**config.mk**
```make
export PLATFORM = sky130hd
export DESIGN_NAME = universal_reg
export DESIGN_NICKNAME = d
export VERILOG_FILES = /design/src/rtl/universal_reg_pkg.sv /design/src/rtl/universal_reg_delay_line.sv /design/src/rtl/universal_reg.sv
export SDC_FILE = /design/constraint.sdc
export NUM_CORES = 1
export LEC_CHECK = 0
export CAP_MARGIN = 10
export CORE_UTILIZATION = 30
export CTS_CLUSTER_DIAMETER = 120
export CTS_CLUSTER_SIZE = 16
export DETAILED_ROUTE_END_ITERATION = 10
export GPL_ROUTABILITY_DRIVEN = 1
export HOLD_SLACK_MARGIN = 0.12
export PLACE_DENSITY = 0.53
export RECOVER_POWER = 25
export SYNTH_ARGS = -nofsm -noshare
export SYNTH_HDL_FRONTEND = slang
export SYNTH_SLANG_ARGS = --single-unit
```
**constraint.sdc**
```tcl
create_clock -name clk -period 4.6 [get_ports clk]
set_input_delay 0.92 -clock clk [delete_from_list [all_inputs] [get_ports clk]]
set_output_delay 0.92 -clock clk [all_outputs]
set_load 0.01 [all_outputs]
```
**src/rtl/universal_reg_pkg.sv**
```systemverilog
// Shared definitions for the universal register: operating mode encodings.
package universal_reg_pkg;

    localparam logic [2:0] MODE_HOLD = 3'd0;
    localparam logic [2:0] MODE_LOAD = 3'd1;
    localparam logic [2:0] MODE_SHL  = 3'd2;
    localparam logic [2:0] MODE_SHR  = 3'd3;
    localparam logic [2:0] MODE_ROL  = 3'd4;
    localparam logic [2:0] MODE_ROR  = 3'd5;
    localparam logic [2:0] MODE_INC  = 3'd6;
    localparam logic [2:0] MODE_DEC  = 3'd7;

endpackage

```
**src/rtl/universal_reg_delay_line.sv**
```systemverilog
// DELAY-stage free-running delay of the register value, with a valid flag
// that rises once every stage holds data captured after reset release.
module universal_reg_delay_line #(
    parameter int               WIDTH       = 8,
    parameter int               DELAY       = 2,
    parameter logic [WIDTH-1:0] RESET_VALUE = '0
) (
    input  logic             clk,
    input  logic             reset,
    input  logic [WIDTH-1:0] din,
    output logic [WIDTH-1:0] dout,
    output logic             valid
);

    localparam int CW = $clog2(DELAY + 1);

    logic [WIDTH-1:0] stage [DELAY];
    logic [CW-1:0]    cnt;

    always_ff @(posedge clk or posedge reset) begin
        if (reset) begin
            for (int i = 0; i < DELAY; i++) stage[i] <= RESET_VALUE;
            cnt <= '0;
        end else begin
            stage[0] <= din;
            for (int i = 1; i < DELAY; i++) stage[i] <= stage[i-1];
            // Saturate so the flag stays high until the next reset
            if (cnt != CW'(DELAY)) cnt <= cnt + CW'(1);
        end
    end

    assign dout  = stage[DELAY-1];
    assign valid = (cnt == CW'(DELAY));

endmodule

```
**src/rtl/universal_reg.sv**
```systemverilog
// WIDTH-bit general-purpose register: hold/load/shift/rotate/count modes,
// synchronous clear, wrap pulse, shifted-out bit and a delayed copy of q.
module universal_reg
    import universal_reg_pkg::*;
#(
    parameter int               WIDTH       = 8,
    parameter logic [WIDTH-1:0] RESET_VALUE = '0,
    parameter int               DELAY       = 2
) (
    input  logic             clk,
    input  logic             reset,
    input  logic             en,
    input  logic             sclr,
    input  logic [2:0]       mode,
    input  logic [WIDTH-1:0] d,
    input  logic             sin,
    output logic [WIDTH-1:0] q,
    output logic             sout,
    output logic             wrap,
    output logic             zero,
    output logic [WIDTH-1:0] q_dly,
    output logic             dly_valid
);

    always_ff @(posedge clk or posedge reset) begin
        if (reset) begin
            q    <= RESET_VALUE;
            sout <= 1'b0;
            wrap <= 1'b0;
        end else if (sclr) begin
            q    <= RESET_VALUE;
            sout <= 1'b0;
            wrap <= 1'b0;
        end else begin
            wrap <= 1'b0;
            if (en) begin
                case (mode)
                    MODE_LOAD: q <= d;
                    MODE_SHL: begin
                        q    <= {q[WIDTH-2:0], sin};
                        sout <= q[WIDTH-1];
                    end
                    MODE_SHR: begin
                        q    <= {sin, q[WIDTH-1:1]};
                        sout <= q[0];
                    end
                    MODE_ROL: begin
                        q    <= {q[WIDTH-2:0], q[WIDTH-1]};
                        sout <= q[WIDTH-1];
                    end
                    MODE_ROR: begin
                        q    <= {q[0], q[WIDTH-1:1]};
                        sout <= q[0];
                    end
                    MODE_INC: begin
                        q    <= q + WIDTH'(1);
                        wrap <= (q == '1);
                    end
                    MODE_DEC: begin
                        q    <= q - WIDTH'(1);
                        wrap <= (q == '0);
                    end
                    default: q <= q;
                endcase
            end
        end
    end

    assign zero = (q == '0);

    universal_reg_delay_line #(
        .WIDTH      (WIDTH),
        .DELAY      (DELAY),
        .RESET_VALUE(RESET_VALUE)
    ) u_delay_line (
        .clk  (clk),
        .reset(reset),
        .din  (q),
        .dout (q_dly),
        .valid(dly_valid)
    );

endmodule

```
==> metrics.md <==
| Metric | Value |
|---|---|
| Status | finished clean |
| Net switching fraction of the power | 0.272 |
| Cell area after layout | 1950 um2 |
| Endpoint class of the critical path | output port |
| Crit Path Class | reg -> out |
| Routed vias | 1307 |
| Gpl congestion | 0.857 |
| Layout area overhead | 25.8% |
| Cell area power density | 270 nW/um2 |
| Clock skew | 0.00284 ns |
| FP Rows | 25 |
| Worst setup SP type | flop |
| Total clock sinks | 28 |
| Async SR Flop Fraction | 1.00 |
| M3 GR Usage | 0.0136 |
| WP data arrival | 2.45 ns |
| I/O Buffers | 35 |
| DP Area | 1890 um2 |
| Starting Density | 0.321 |
| Pleak | 0.819 nW |
| Syn Inst Count | 166 |
| Sequential group share of total power | 0.533 |
| Final hold vios | 0 |
| Ant. Diodes | 0 |
| Global route hottest layer | met2 |
| Post-Syn Nets | 184 |
| Worst path max stage delay | 0.57 ns |
| Post-layout minimum cycle time | 3.37 ns |
| Global Route met1 Usage | 0.206 |
| Initial antenna violation count | 0 |
| Mapped cell area | 1550 um2 |
| Hold WS | 0.356 ns |
| Post-cts resize count | 0 |
| Die Height | 74.0 um |
| Vias in the first global route | 1250 |
| VDD IR max | 0.107 mV |
| Final core occ | 0.403 |
| Total track usage | 0.153 |
| Setup Viol. Count Final | 0 |
| IO Pins | 36 |
| Worst path cell trace | or3_1 > or4_4 > nor2_1 > clkdlybuf4s50_1 |
| Syn. warnings | 0 |
| Setup Fix Bufs, Post-CTS | 0 |
| Ys flop type | dfrtp_1 |
| Final net count | 207 |
| PnR Total Power | 0.528 mW |
| Share of layout cells above drive strength 1 | 0.0481 |
| DRC | 0 |
| CTS Hold Buffers Added | 0 |
| Initial DRC Count | 74 |
| Clock transition at the registers of the reported paths | 0.09 ns |
| DR WL/cell | 15.0 um |
| Critical Path Fanout Max | 16 |
| CTS root buffer | clkbuf_8 |
| Post-route worst setup slack | 1.23 ns |
| Crit-path slowest cell | dfrtp_1 |
| DR vias/cell | 5.15 |
| RSZ-0062 raised after global routing | no |
| Core Region | 4850 um2 |
| Setup tns final | 0 ns |
| Fill cells | 490 |
| Max-slew violation count | 0 |
| First-pass GRT wire length | 6330 um |
| Sw Pwr | 0.144 mW |
| Synth cell types | 45 |
| Placement Setup Slack | 1.22 ns |
| Largest net degree at the start of global routing | 29 |
| GRT met2 Usage | 0.258 |
| Detailed placement HPWL | 2730 um |
| GRT overflow | 0 |
| Full die area | 5470 um2 |
| Worst endpoint required time | 3.68 ns |
| Clock latency on the worst-skew pair | 0.26 ns |
| Final WL | 3800 um |
| Clock share of power | 0.242 |
| CTS buffer count | 3 |
| Die Span X | 74.0 um |
| Rel. slew slack | 0.514 |
| Seq/Total Area, Yosys | 0.451 |
| Post-Layout Cell Count | 254 |
| Antenna Violating Nets Remaining | 0 |
| Cell Int Power | 0.384 mW |
| Post-synthesis average cell area | 9.36 um2 |
| Placed cells | 250 |
| Hold/Removal Path Class | reg -> reg |
| Synthesis-stage register bit count | 28 |
| Combinational fraction of design power | 0.226 |
| CTS Buffer Depth | 2 |
| Total of max-cap violations | 0 |
| Crit share post-route | 0.733 |
| CTS tree | built |
| Number of enable flip-flop cells after synthesis | 0 |
| H-tree level count | 1 |
| DRT Pass-1 Iters | 4 |
| Max Clk Rate | 297 MHz |
| Measured slew at the worst slew-check pin | 0.729 ns |
[layout by cell type, fill, tap and decap left out, types with 2 or more instances in the layout]
master           netlist  final
clkdlybuf4s50_1        0     34
dfrtp_1               28     28
o21ai_0               17     17
nand2_1               13     13
a21oi_1                9      9
nor2b_1                8      8
nor2_1                 7      7
mux2i_1                6      6
inv_1                  4      4
nor3_1                 4      4
or3_1                  3      3
and3_1                 3      3
and2_1                 3      3
nand2b_1               3      3
o2bb2ai_1              3      3
clkbuf_8               0      3
xnor2_1                2      2
or2_2                  2      2
nand4_1                2      2
nand3_1                2      2
a31oi_1                2      2
a211oi_1               2      2
a221oi_1               2      2
nor4_1                 2      2
ha_1                   2      2
[synth_stat cells (2+ instances only)]
cell type | n | share of area
or3_1 | 3 | 0.012
ha_1 | 2 | 0.016
nand4_1 | 2 | 0.0081
xnor2_1 | 2 | 0.011
or2_2 | 2 | 0.0081
nand2b_1 | 3 | 0.012
nor3_1 | 4 | 0.013
buf_4 | 8 | 0.039
and3_1 | 3 | 0.012
o2bb2ai_1 | 3 | 0.017
a21oi_1 | 9 | 0.029
clkbuf_1 | 9 | 0.022
nor2b_1 | 8 | 0.032
nand3_1 | 2 | 0.0064
and2_1 | 3 | 0.012
a221oi_1 | 2 | 0.011
dfrtp_1 | 28 | 0.45
nor4_1 | 2 | 0.0081
a31oi_1 | 2 | 0.0081
nor2_1 | 7 | 0.017
mux2i_1 | 6 | 0.039
a211oi_1 | 2 | 0.0097
nand2_1 | 13 | 0.031
o21ai_0 | 17 | 0.055
inv_1 | 4 | 0.0097
[worst max-delay path, delay by kind of cell (launching register included)]
| kind | cells | cell delay (ns) |
|---|---|---|
| buffers and inverters | 1 | 0.55 |
| flip-flops | 1 | 0.57 |
| AND/OR/NAND/NOR | 3 | 1.07 |
[cells by family (layout without fill, tap and decap cells)]
kind of cell	count (synthesis)	in the layout	synth area share
mux	6	6	0.0386
flops	28	28	0.451
simple gates	55	55	0.190
fa+ha+maj	3	3	0.0225
xor+xnor	2	2	0.0113
buf+inv	23	44	0.0805
compound gates	49	49	0.206
[layout make-up]
cell class	count	area [um2]	area share
clock buffers	3	41.3	0.0211
well taps	67	83.8	0.0429
repair buffers	37	385	0.197
inverters	4	15.0	0.00768
flip-flops and latches	28	701	0.359
multi-input cells	115	728	0.373
[path summary, 6_finish.rpt]
check | start | endpoint | slack [ns] | cells after the start
worst max register to register | q[3] | q[7] | 2.49 | 5
min in group asynchronous | reset | sout | 1.06 | 2
max in group asynchronous | reset | q[5] | 3.12 | 3
worst min-delay path | u_delay_line.stage[11] | u_delay_line.dout[3] | 0.36 | 0
worst min register to register | u_delay_line.stage[11] | u_delay_line.dout[3] | 0.36 | 0
worst max-delay path | q[3] | zero | 1.23 | 4
[per-layer routing]
metal,part of all wire,up-vias
li1,-,632
met1,0.45,628
met2,0.49,41
met3,0.039,6
met4,0.015,0
met5,0,-
[state kept, by name, summed over array words and instances (netlist names)]
name / flops
sout: 1
wrap: 1
u_delay_line.dout: 8
u_delay_line.cnt: 2
u_delay_line.stage: 8
q: 8
[power by group through the flow]
stage | Combinational, mW | Clock (mW) | Sequential (mW)
floorplan | 0.0767 | 0 | 0.277
CTS | 0.117 | 0.133 | 0.281
global placement | 0.117 | 0 | 0.286
global route | 0.131 | 0.145 | 0.285
detailed placement | 0.117 | 0 | 0.286
finish | 0.119 | 0.128 | 0.281
(Power assumes the default switching activity.)
==> RTL change 1, RTL diff (same settings) <==
`DELAY` is set to 2 in 2 places; all go to 1.
--- a/src/rtl/universal_reg_delay_line.sv
+++ b/src/rtl/universal_reg_delay_line.sv
@@ -2,7 +2,7 @@
 // that rises once every stage holds data captured after reset release.
 module universal_reg_delay_line #(
     parameter int               WIDTH       = 8,
-    parameter int               DELAY       = 2,
+    parameter int               DELAY       = 1,
     parameter logic [WIDTH-1:0] RESET_VALUE = '0
 ) (
     input  logic             clk,
--- a/src/rtl/universal_reg.sv
+++ b/src/rtl/universal_reg.sv
@@ -5,7 +5,7 @@
 #(
     parameter int               WIDTH       = 8,
     parameter logic [WIDTH-1:0] RESET_VALUE = '0,
-    parameter int               DELAY       = 2
+    parameter int               DELAY       = 1
 ) (
     input  logic             clk,
     input  logic             reset,
Function: changed (a bounded check fails within 4 cycles, from zero or initial values and one cycle with reset high).
==> RTL change 1 against the original RTL <==
The run now ends with DRC left; global-route usage is 1.2 points higher; clock power is 7% lower; cell count is 14% lower; power is 19% lower; clock skew is 1.2 ps lower; wire length is 14% lower; worst setup slack better by 270 ps; design area is 17% lower; synthesized area is 20% lower; sequential cell count is 9 lower; largest cell class unchanged.
==> RTL change 1: results (changes against the original RTL) <==
** Outcome
- Status :: complete, but fails checks
- The final reports fail on DRC.

** Worst setup path
- For this design, the slowest cell found on the critical path is sky130_fd_sc_hd__clkdlybuf4s50_1.
- Maximum fanout along the worst path :: 10 (-6)
- Delay contributed by the slowest stage of the critical path :: 590 ps (+20 ps)

** Floorplanning
- The die outline width is 66.45 um (-10%).

** Synthesis
- XOR/XNOR share of the synthesized area :: 1.406% (+0.28 points)
- The number of nets in the synthesized netlist is 160 (-13%).
- Flops & latches, synth :: 19 (-32%)
- In the synthesized netlist, the cells that appear most often are sky130_fd_sc_hd__dfrtp_1 (19), sky130_fd_sc_hd__nor2_1 (13), sky130_fd_sc_hd__nand2_1 (10), sky130_fd_sc_hd__a21oi_1 (9).
- The share of cell area taken by muxes after synthesis was 6.526% (+2.7 points).
- The number of distinct standard cells referenced by the synthesized netlist was 47 (+4.4%).
- Area fraction in compound gates after synthesis :: 22.99% (+2.4 points)

** Power and ir drop
- Worst vdd ir :: 0.07790 mV (-27%)
- The combinational share of power is 26.7% (+4.1 points).
- Proportion of total power due to net switching :: 30.20% (+3.0 points)
- The static leakage was 0.0006526 uW (-20%).
- Sequential Power Share :: 45.5% (-7.8 points)

** Placed design
- The placement-stage worst setup slack is 1275 ps (+54.79 ps).
- Number of placed instances with taps included :: 215 (-14%)

** GRT
- The total routing resource utilization after global routing came to 16.56% (+1.2 points).
- The global-route wire length before repair is 5451 um (-14%).
- Vias in the first global route :: 1087 (-13%)

** Finish
- Final-stage net count :: 187 (-9.7%)
- The number of non-clock buffers in the layout was 36 (-2.7%).
- The final instance area is 0.001627 mm^2 (-17%).
- Clock buffer count :: 4 (+1)
- The buffering overhead was 22.00% (+2.3 points).
- Number of filler cells placed in the layout :: 403 (-18%)
- The clock network area share is 2.769% (+0.66 points).
- The multi-input combinational cell count came to 105 (-8.7%).
- The number of logic inverters in the finished layout came to 5 (+1).

** Route
- The number of remaining DRC errors is 1 (+1).
- The wire length on met1 came to 1567 um (-8.6%).
- The detailed-router iteration count before antenna repair was 7 (+3).
- The total wirelength of the detailed-routed design is 3283 um (-14%).

** Clock network
- The clock-pin slew of the registers on the worst-case setup and hold paths came to 70 ps (-20 ps).
## RTL change 1: final timing paths
kind | to | slack (ps) | from | cells after the start
setup / recovery | zero | 1500 | q[2] | 4
hold / removal | u_delay_line.dout[0] | 560 | q[0] | 0
setup reg to reg | q[7] | 2670 | q[1] | 5
hold reg to reg | u_delay_line.dout[0] | 560 | q[0] | 0
max in group asynchronous | u_delay_line.dout[6] | 2890 | reset | 2
min in group asynchronous | u_delay_line.valid | 1240 | reset | 2
## RTL change 1: logic make-up (layout without fill, tap and decap cells)
kind of cell / count (synthesis) / after routing
AOI/OAI and AO/OA: 43 / 43
xor gates and xnor gates: 2 / 2
muxes: 8 / 8
buffers and inverters: 19 / 45
other: 1 / 1
adders and majority gates: 1 / 1
and+or+nand+nor: 50 / 50
DFF: 19 / 19
==> RTL change 2, RTL diff (same flow settings) <==
Made on the original files. Add an input register stage for `mode`, cleared by the reset; this delays it by one clock. The other inputs are not delayed to match.
--- a/src/rtl/universal_reg.sv
+++ b/src/rtl/universal_reg.sv
@@ -22,6 +22,16 @@
     output logic             dly_valid
 );
 
+    logic [2:0] mode_q;
+
+    always_ff @(posedge clk or posedge reset) begin
+        if (reset) begin
+            mode_q <= '0;
+        end else begin
+            mode_q <= mode;
+        end
+    end
+
     always_ff @(posedge clk or posedge reset) begin
         if (reset) begin
             q    <= RESET_VALUE;
@@ -34,7 +44,7 @@
         end else begin
             wrap <= 1'b0;
             if (en) begin
-                case (mode)
+                case (mode_q)
                     MODE_LOAD: q <= d;
                     MODE_SHL: begin
                         q    <= {q[WIDTH-2:0], sin};
Function: changed (a bounded check fails within 4 cycles, from zero or initial values and one cycle with reset high).
==> RTL change 2 against the original RTL <==
Sequential cell count increased by 3; synthesized area increased by 10%; design area increased by 9.7%; power increased by 26%; wire length increased by 9.8%; worst setup slack got worse by 100 ps; sequential power increased by 13%; cell count increased by 10%; largest power group unchanged.
==> RTL change 2: results (changes against the original RTL) <==
** Outcome
- The run finished with clean final reports.

** Worst setup path
- RR Endpoint :: q[4]
- Setup slack, reg-to-reg :: 1910 ps (-580 ps)
- The most critical setup path has its startpoint at q[2].
- Maximum fanout along the worst path :: 15 (-1)
- The depth of the most critical reg-to-reg path came to 9 (+4).

** Synthesis
- Largest cells by area after synthesis :: sky130_fd_sc_hd__dfrtp_1 (45%), sky130_fd_sc_hd__o21ai_0 (6.1%), sky130_fd_sc_hd__a21oi_1 (4.4%)
- Syn Nets :: 201 (+9.2%)
- Sorting the synthesized cells by how often they occur yields sky130_fd_sc_hd__dfrtp_1 (31), sky130_fd_sc_hd__o21ai_0 (21), sky130_fd_sc_hd__a21oi_1 (15), sky130_fd_sc_hd__nand2_1 (15), sky130_fd_sc_hd__nor2_1 (9).

** GRT
- Overall Global Routing Usage :: 14.63% (-0.72 points)
- The largest net degree at the start of global routing was 32 (+10%).
- The global-route wire length before repair came to 6686 um (+5.7%).

** Power and ir drop
- The design internal power is 479.3 uW (+25%).
- The static leakage is 0.0008770 uW (+7.1%).

** Placed design
- The detailed-placement wirelength estimate came to 2870 um (+5.0%).

** Hold path
- Hold Crit Endpoint :: u_delay_line.dout[6]
- The startpoint identified for the worst hold timing path is u_delay_line.stage[14].

** Clock network
- Later-pin clock latency in the skew report :: 280 ps (+20 ps)
- The TritonCTS buffer count is 5 (+2).
- The clock-pin slew of the registers on the worst-case setup and hold paths came to 60 ps (-30 ps).
- The number of H-tree levels came to 2 (+1).

** Route
- The count of routing violations after the opening detailed-route iteration came to 57 (-23%).
- The average wire per standard cell was 14.92 um (-0.37%).

** Timing
- The headroom to the max-slew limit is 36.12% (-15 points).
- Hold slack :: 347.7 ps (-7.896 ps)
- Post-route fraction of the period consumed by the critical path :: 75.53% (+2.2 points)

** Finish
- The number of nets in the final layout came to 226 (+9.2%).
- The fraction of layout cells with a size suffix above 1 is 7.692% (+2.9 points).
[RTL change 2: power by group through the flow]
stage / Sequential (uW) / Combinational, uW / Clock (uW)
6_report: 318 / 132 / 218
5_1_grt: 321 / 144 / 234
4_1_cts: 318 / 134 / 223
3_5_place_dp: 323 / 133 / 0
3_3_place_gp: 322 / 133 / 0
2_1_floorplan: 310 / 92.1 / 0
[RTL change 2: critical path, stage by stage (launching register included)]
cell,delay (ps)
sky130_fd_sc_hd__dfrtp_1,530
sky130_fd_sc_hd__or4_4,610
sky130_fd_sc_hd__or4_4,440
sky130_fd_sc_hd__nor2_1,130
sky130_fd_sc_hd__clkdlybuf4s50_1,560
[RTL change 2: area by class of cell]
type	instances	area (um^2)	share of cell area, %
Tap cell	72	90.09	4.203
Clock inverter	1	5.005	0.2335
Timing Repair Buffer	37	365.4	17.05
Clock buffer	6	82.58	3.853
Sequential cell	31	775.7	36.19
Multi-Input combinational cell	125	794.5	37.07
Inverter	8	30.03	1.401
[RTL change 2: routing by layer]
layer / wire (um) / track usage, % / vias up / part of all wire, %
met1: 1907 / 18.76 / 703 / 46
met2: 2003 / 22.92 / 46 / 48
li1: - / - / 705 / -
met3: 226 / 3.176 / 4 / 5.4
met4: 40 / 7.736 / 0 / 0.96
met5: 0 / 0 / - / 0
[RTL change 2: through the flow]
stage,power [uW],setup slack [ps]
4_1_cts,674.3,1118
3_3_place_gp,455.3,1447
2_1_floorplan,401.9,1975
6_report,667.1,1125
3_5_place_dp,455.7,1435
5_1_grt,699.8,1061
[RTL change 2: cells by family (layout without fill, tap and decap cells)]
group           Yosys count  count (layout)  synth area share [%]
simple gates             50              50                 14.92
fa+ha+maj                 2               2                 1.463
buf+inv                  27              52                 8.193
flops                    31              31                 45.35
xor+xnor                  3               3                 1.536
mux                       9               9                 5.706
compound gates           61              61                 22.82
